[config.mk]
export PLATFORM = sky130hd
export DESIGN_NAME = regfile_write_scheduler
export DESIGN_NICKNAME = d
export VERILOG_FILES = /design/src/rtl/regfile_write_scheduler.sv
export SDC_FILE = /design/constraint.sdc
export NUM_CORES = 1
export LEC_CHECK = 0
export ABC_AREA = 1
export CORE_ASPECT_RATIO = 1.5
export CORE_UTILIZATION = 42
export CTS_CLUSTER_DIAMETER = 120
export DETAILED_ROUTE_END_ITERATION = 10
export GPL_TIMING_DRIVEN = 0
export HOLD_SLACK_MARGIN = 0.08
export MAX_ROUTING_LAYER = met4
export PLACE_DENSITY_LB_ADDON = 0.25
export SLEW_MARGIN = 20
export SYNTH_ARGS = -nofsm -noshare
export SYNTH_HDL_FRONTEND = slang
export SYNTH_SLANG_ARGS = --single-unit
[constraint.sdc]
create_clock -name clk -period 2.3 [get_ports clk]
set_input_delay 0.345 -clock clk [delete_from_list [all_inputs] [get_ports clk]]
set_output_delay 0.345 -clock clk [all_outputs]
set_load 0.01 [all_outputs]
[src/rtl/regfile_write_scheduler.sv]
// Round-robin write-port scheduler for a 16-entry register file.
// Shares one write port between N requesters with a valid/ready handshake.
// Also runs a clear sequence that writes zero to all 16 addresses while
// requesters are held off. Every output to the register file is registered.
module regfile_write_scheduler #(
  parameter int W = 16,
  parameter int N = 3
) (
  input  logic             clk,
  input  logic             reset_asynchronous_n,
  input  logic [N-1:0]     req,
  input  logic [4*N-1:0]   req_address,
  input  logic [W*N-1:0]   req_data,
  output logic [N-1:0]     ready,
  input  logic             clear_start,
  output logic             busy,
  output logic             clear_done,
  output logic             rf_write_enable,
  output logic [3:0]       rf_write_address,
  output logic [W-1:0]     rf_write_data
);

  localparam int PW = (N > 1) ? $clog2(N) : 1;

  typedef enum logic {RUN, CLEAR} state_e;

  state_e          state_q, state_d;
  logic [3:0]      cnt_q, cnt_d;
  logic [PW-1:0]   last_grant_q, last_grant_d;
  logic            we_q, we_d;
  logic [3:0]      addr_q, addr_d;
  logic [W-1:0]    data_q, data_d;
  logic            busy_q, busy_d;
  logic            done_q, done_d;

  logic            grant_any;
  logic [PW-1:0]   grant_idx;
  logic [PW-1:0]   cand;

  // Round-robin search starting just after the last granted requester.
  always_comb begin
    // NOTE: every combinational output gets a default first so no path can leave it unassigned (no latch).
    grant_any = 1'b0;
    grant_idx = '0;
    cand      = '0;
    for (int off = 1; off <= N; off++) begin
      cand = PW'((int'(last_grant_q) + off) % N);
      if (!grant_any && req[cand]) begin
        grant_any = 1'b1;
        grant_idx = cand;
      end
    end
  end

  // Grant is only visible in RUN and is suppressed by a same-cycle clear request.
  always_comb begin
    ready = '0;
    if (state_q == RUN && !clear_start && grant_any) begin
      ready[grant_idx] = 1'b1;
    end
  end

  // Next-state logic: arbitrated writes in RUN, zero-fill walk in CLEAR.
  // The address-0 clear write is issued on the clear_start edge so that the
  // walk occupies exactly the 16 cycles after the request; the final CLEAR
  // cycle (counter 15) issues nothing and returns to RUN.
  always_comb begin
    state_d      = state_q;
    cnt_d        = cnt_q;
    last_grant_d = last_grant_q;
    we_d         = 1'b0;
    addr_d       = addr_q;
    data_d       = data_q;
    busy_d       = 1'b0;
    done_d       = 1'b0;
    case (state_q)
      RUN: begin
        if (clear_start) begin
          state_d = CLEAR;
          cnt_d   = 4'd0;
          busy_d  = 1'b1;
          we_d    = 1'b1;
          addr_d  = 4'd0;
          data_d  = '0;
        end else if (grant_any) begin
          we_d         = 1'b1;
          addr_d       = req_address[4*grant_idx +: 4];
          data_d       = req_data[W*grant_idx +: W];
          last_grant_d = grant_idx;
        end
      end
      CLEAR: begin
        cnt_d = cnt_q + 4'd1;
        if (cnt_q == 4'hF) begin
          state_d = RUN;
        end else begin
          busy_d = 1'b1;
          we_d   = 1'b1;
          addr_d = cnt_q + 4'd1;
          data_d = '0;
          done_d = (cnt_q == 4'hE);
        end
      end
      default: state_d = RUN;
    endcase
  end

  // State and registered outputs; reset aborts any clear in progress.
  always_ff @(posedge clk or negedge reset_asynchronous_n) begin
    if (!reset_asynchronous_n) begin
      state_q      <= RUN;
      cnt_q        <= 4'd0;
      last_grant_q <= PW'(N - 1);
      we_q         <= 1'b0;
      addr_q       <= 4'd0;
      data_q       <= '0;
      busy_q       <= 1'b0;
      done_q       <= 1'b0;
    end else begin
      // NOTE: non-blocking assignments so every flop samples pre-edge values.
      state_q      <= state_d;
      cnt_q        <= cnt_d;
      last_grant_q <= last_grant_d;
      we_q         <= we_d;
      addr_q       <= addr_d;
      data_q       <= data_d;
      busy_q       <= busy_d;
      done_q       <= done_d;
    end
  end

  assign busy             = busy_q;
  assign clear_done       = done_q;
  assign rf_write_enable  = we_q;
  assign rf_write_address = addr_q;
  assign rf_write_data    = data_q;

endmodule

### Word level (Yosys, flattened, before mapping)

Index checks and enable logic that the tools add are counted.

* bits in registers: 29
* bits of input ports: 66
* output and inout port bits: 26
* word-level logic and storage cells: 71

* add/sub/neg operators: 4
* div/mod/pow operators: 3
* order comparisons: 5
* eq/ne operators: 5
* shifts and indexed selects: 2
* muxes and demuxes: 33
* bitwise gates (word level): 2
* reductions and logical operators: 10

Operator list (number)
* 32-bit by 3-bit modulo with 32-bit output (second input constant): 3
* 16-bit two-way mux: 3
* 48-bit by 7-bit variable part select with 16-bit output: 1
* 16-bit case mux with 2 select lines: 1
* 4-bit two-way mux: 4
* 4-bit case mux with 2 select lines: 2
* 1-bit two-way mux: 13
* 2-bit by 3-bit < comparator with 1-bit output (second input constant): 4
* 12-bit by 5-bit variable part select with 4-bit output: 1
* 4-bit equality test (second input constant): 2
* 2-bit by 2-bit adder with 3-bit output (second input constant): 2
* 1-bit binary-select mux with 2-bit select: 3
* 2-bit two-way mux: 3
* 1-bit logical AND: 5
* 4-bit by 1-bit adder with 4-bit output (second input constant): 1
* 2-bit != test (second input constant): 2
* 1-bit case mux with 2 select lines: 2
* 2-bit by 1-bit adder with 3-bit output (second input constant): 1
* 1-bit zero test: 3
* 3-bit two-way mux: 1
* 3-bit != test (second input constant): 1
* 3-bit AND reduction: 1
* 1-bit demux with 2-bit select: 1
* 2-bit by 1-bit >= comparator with 1-bit output (second input constant): 1
* other kinds (2): 3

### Depth between registers and ports, before layout

* depth after elaboration: 16
* mapped depth: 17
* mapped depth without buffers: 16

### Worst setup path after synthesis

OpenSTA, ideal clock, no wires.

* path kind: reg2out
* start point: reg last_grant_q[1]
* end point: out ready[1]
* arrival time: 1.901 ns
* data required time: 1.955 ns
* slack: 0.054 ns
* stages on the path, launching flop included: 10
* buffers on the path: 1
* path through: dfstp_2 ha_1 o21ai_1 nand2_4 nand3_1 nand2_2 nor2_8 inv_6 buf_6 nor3_2

* cells in the longest elaborated chain, start to end: 16
* elaborated cells between the ends (all ways): 29
* classes of those cells: add/sub (3); div (3); order compare (2); mux (15); reduce/logical (6)

Ends and longest elaborated chain
* start: declaration: line 29 `logic [PW-1:0] last_grant_q, last_grant_d;`
* start signal: assignment: line 113 `last_grant_q <= PW'(N - 1);`
* start signal: assignment: line 123 `last_grant_q <= last_grant_d;`
* 2-bit by 1-bit adder with 3-bit output: line 47 `cand = PW'((int'(last_grant_q) + off) % N);`
* 32-bit by 3-bit modulo with 32-bit output: line 47
* 1-bit binary-select mux with 2-bit select: line 48 `if (!grant_any && req[cand]) begin`
* 1-bit two-way mux (not written as such): line 48
* 1-bit two-way mux: line 48
* 1-bit zero test: line 48
* 1-bit logical AND: line 48
* 1-bit two-way mux: line 48
* 1-bit zero test: line 48
* 1-bit logical AND: line 48
* 2-bit two-way mux: line 48
* 2-bit by 3-bit < comparator with 1-bit output (not written as such) or 2-bit by 1-bit >= comparator with 1-bit output (tied branches): line 59 `ready[grant_idx] = 1'b1;`
* 1-bit logical AND (not written as such): line 59
* 1-bit two-way mux (not written as such): line 59
* 1-bit demux with 2-bit select: line 59
* 3-bit two-way mux *: line 58 `if (state_q == RUN && !clear_start && grant_any) begin`
* end: declaration: line 14 `output logic [N-1:0] ready,`

Every way passes the cells marked *; elsewhere a longest branch is shown, timed or not. The select of a mux whose other input is x is not followed.

### Worst setup path in the final report

Ends and elaborated chain as after synthesis.

==> metrics <==
top post-synthesis cells by area=dfrtp_1 (35%), nand2_1 (22%), nand3_1 (6.8%), nand3_2 (5.5%), ha_1 (3.8%); Psw=~2.4 mW; crit path buf inv count=4; number of global-route vias before repair=2,312; Net Sw Frac=46.2%; leak pwr=1.65 nW; Clock Pin Slew Worst Setup and Hold Paths=0.07 ns; Largest stage delay, worst path=0.57 ns; Die Ht=~86 um; Tot GR Track Use=roughly 28%; PortBufs=91; library cells used by synthesis=30; first-pass GRT wire length=roughly 10,000 um; clk sink count=29; Peak supply drop=between 0.0008 and 0.0009 V; Pwr per Cell Area=1540 mW/mm2; largest net degree at the start of global routing=30; asr flop ratio synth=100%; FF+latch count, synth=29; # rows=30; slowest cell on the critical path=dfstp_2; Initial Util=43.9%; Worst Tran Pin Value=0.664 ns; Residual DRC=0; fin crit period=2.57 ns; Setup CP Type=reg -> out; final setup fails=14; worst skew pair latency=0.28 ns; Tcrit/Tclk final=112%; area leader, netlist=dfrtp_1; Ys Warns=0; global placer's final weighted congestion=0.922; Final Core Density=75.5%; top-count cell post-synth=nand2_1; CTS tree=done; Clock Skew=0.00578 ns; Final WS setup=-0.273 ns; Syn Nets=344; Root Driver=clkbuf_8; H-Tree Depth=2; Pins Over Slew Limit=0; synthesized cell area=0.00199 mm2; I/O pins=92; GRT Residual Overflow=0; RSZ-0062 raised after global routing=true; Clk network pwr share=7.8%; final-stage net count=roughly 470; P_int=2.85 mW; drt initial violations=164; EDFF count, synth=0; maxcap violations=0; top cells by count, synth=nand2_1 (116), dfrtp_1 (28), nand3_1 (27); drt first pass iters=5; area delta synth->final=72.1%; clock buffer depth=2; outcome=complete, but fails checks; die footprint=approximately 0.0050 mm2; failing checks=setup timing; initial antenna violation count=0; Synth Instances=about 270; CORE AREA=0.00454 mm2; wire per inst=about 14 um; CP max FO=7; DP Worst Slack=-0.663 ns; CP most frequent cell=nand2_4; DRT antenna net count=0; n_diodes=0; relative slew slack=55.7%; CP required=1.96 ns; Yosys top cell area share=about a third; worst path cell trace=ha_4, inv_4, nand2_2, nand3_2, nand2_4, nand3_4, nand2_4, nor2_8, inv_6, buf_8, nor3_4, buf_2; share of cells above drive strength 1=25.9%; CTS Buf Count=5; Seq/Total Area, Yosys=between 30% and 40%; DIE WIDTH=58.2 um; hpwl dp=4240 um; Routed WL=around 6300 um; ys flop type=dfrtp_1; Hold WC Path Type=in -> async; Worst EP arrival=2.23 ns; CP Launch Type=flop; FMAX=0.389 GHz; detailed-route via count=2,290; drt via density=5.00; Top Family by Delay on Critical Path=simple AND/OR/NAND/NOR gates; Fin. Hold Viols=0; Synth Area per Inst=around 7.3 um2; Seq pwr share=15.1%; Comb pwr share=77.1%; endpoint class of the critical path=output pin
[layer usage]
metal / up-vias / track usage, % / share of wire [%]
li1: 1114 / - / -
met1: 1048 / 28.5 / 38
met2: 109 / 50.3 / 54
met3: 19 / 3.28 / 4.8
met4: 0 / 13.6 / 3.5
met5: - / - / 0
[flip-flops by register name, indices dropped and copies added, names as in the netlist]
signal	count
busy	1
clear_done	1
rf_write_data	16
rf_write_enable	1
cnt_q	4
rf_write_address	4
last_grant_q	2
[placed cells by master, fill, tap and decap left out, drive strengths merged]
| cell type | instances |
|---|---|
| o21ai | 6 |
| clkinv | 3 |
| nand3b | 1 |
| dfrtp | 28 |
| clkinvlp | 1 |
| nand4 | 6 |
| ha | 6 |
| nand2 | 131 |
| buf | 32 |
| inv | 17 |
| clkdlybuf4s50 | 87 |
| dfstp | 1 |
| nor2 | 19 |
| nand3 | 39 |
| nor3 | 2 |
| a21oi | 8 |
| clkbuf | 7 |
[layout make-up]
cell class                 count  area (um2)
multi-input combinational    218        1240
tap                           64        80.1
sequential                    29         727
inverter                      18        81.3
clock buffer                   5        68.8
fill                         349        1110
buffer                         7        71.3
clock inverter                 3        17.5
timing repair buffer         114        1150
[timing repair]
item	4_1_cts	5_1_grt
gates cloned	1	0
gates resized for setup	43	12
buffers inserted	19	3
pin swaps	12	9
endpoints found under the setup margin	14	23
hold buffers	0	0
[power by group through the flow]
stage / clock [mW] / sequential, mW / combinational, mW
2_1_floorplan: 0 / 0.837 / 2.04
4_1_cts: 0.424 / 0.795 / 3.80
3_5_place_dp: 0 / 0.801 / 2.88
6_report: 0.414 / 0.800 / 4.08
5_1_grt: 0.446 / 0.821 / 4.44
3_3_place_gp: 0 / 0.798 / 2.81
[logic make-up (layout without fill, tap and decap cells)]
group                    count (synthesis)  in the layout  synth area share [%]
buffers and inverters                   25            147                  6.97
AND/OR/NAND/NOR                        198            198                  49.2
adder cells (fa/ha/maj)                  6              6                  3.77
flip-flops                              29             29                  36.5
AO/OA/AOI/OAI                           14             14                  3.52
[per-stage QoR]
step / TNS, ns / area [um2] / instances / hold WS [ns] / total power, mW
CTS: -0.734 / 3370 / 455 / 0.106 / 5.02
global placement: -1.90 / 2980 / 427 / 0.464 / 3.61
floorplan: 0 / 1990 / 272 / 0.0494 / 2.88
finish: -1.29 / 3430 / 458 / 0.0896 / 5.29
global route: -3.43 / 3430 / 458 / 0.146 / 5.71
detailed placement: -2.43 / 2980 / 427 / 0.416 / 3.68
[worst paths after layout]
| path | depth (start not counted) | startpoint | slack (ns) | end |
|---|---|---|---|---|
| min in group clk | 2 | rf_write_data[10] | 0.48 | rf_write_data[10] |
| max | 12 | last_grant_q[1] | -0.27 | ready[1] |
| min reg2reg | 2 | rf_write_data[10] | 0.48 | rf_write_data[10] |
| min | 1 | reset_asynchronous_n | 0.09 | busy |
| max in group asynchronous | 1 | reset_asynchronous_n | 1.77 | rf_write_data[0] |
| max reg2reg | 17 | last_grant_q[1] | -0.10 | rf_write_data[10] |
Note: power is estimated with default switching activity, not from simulation.
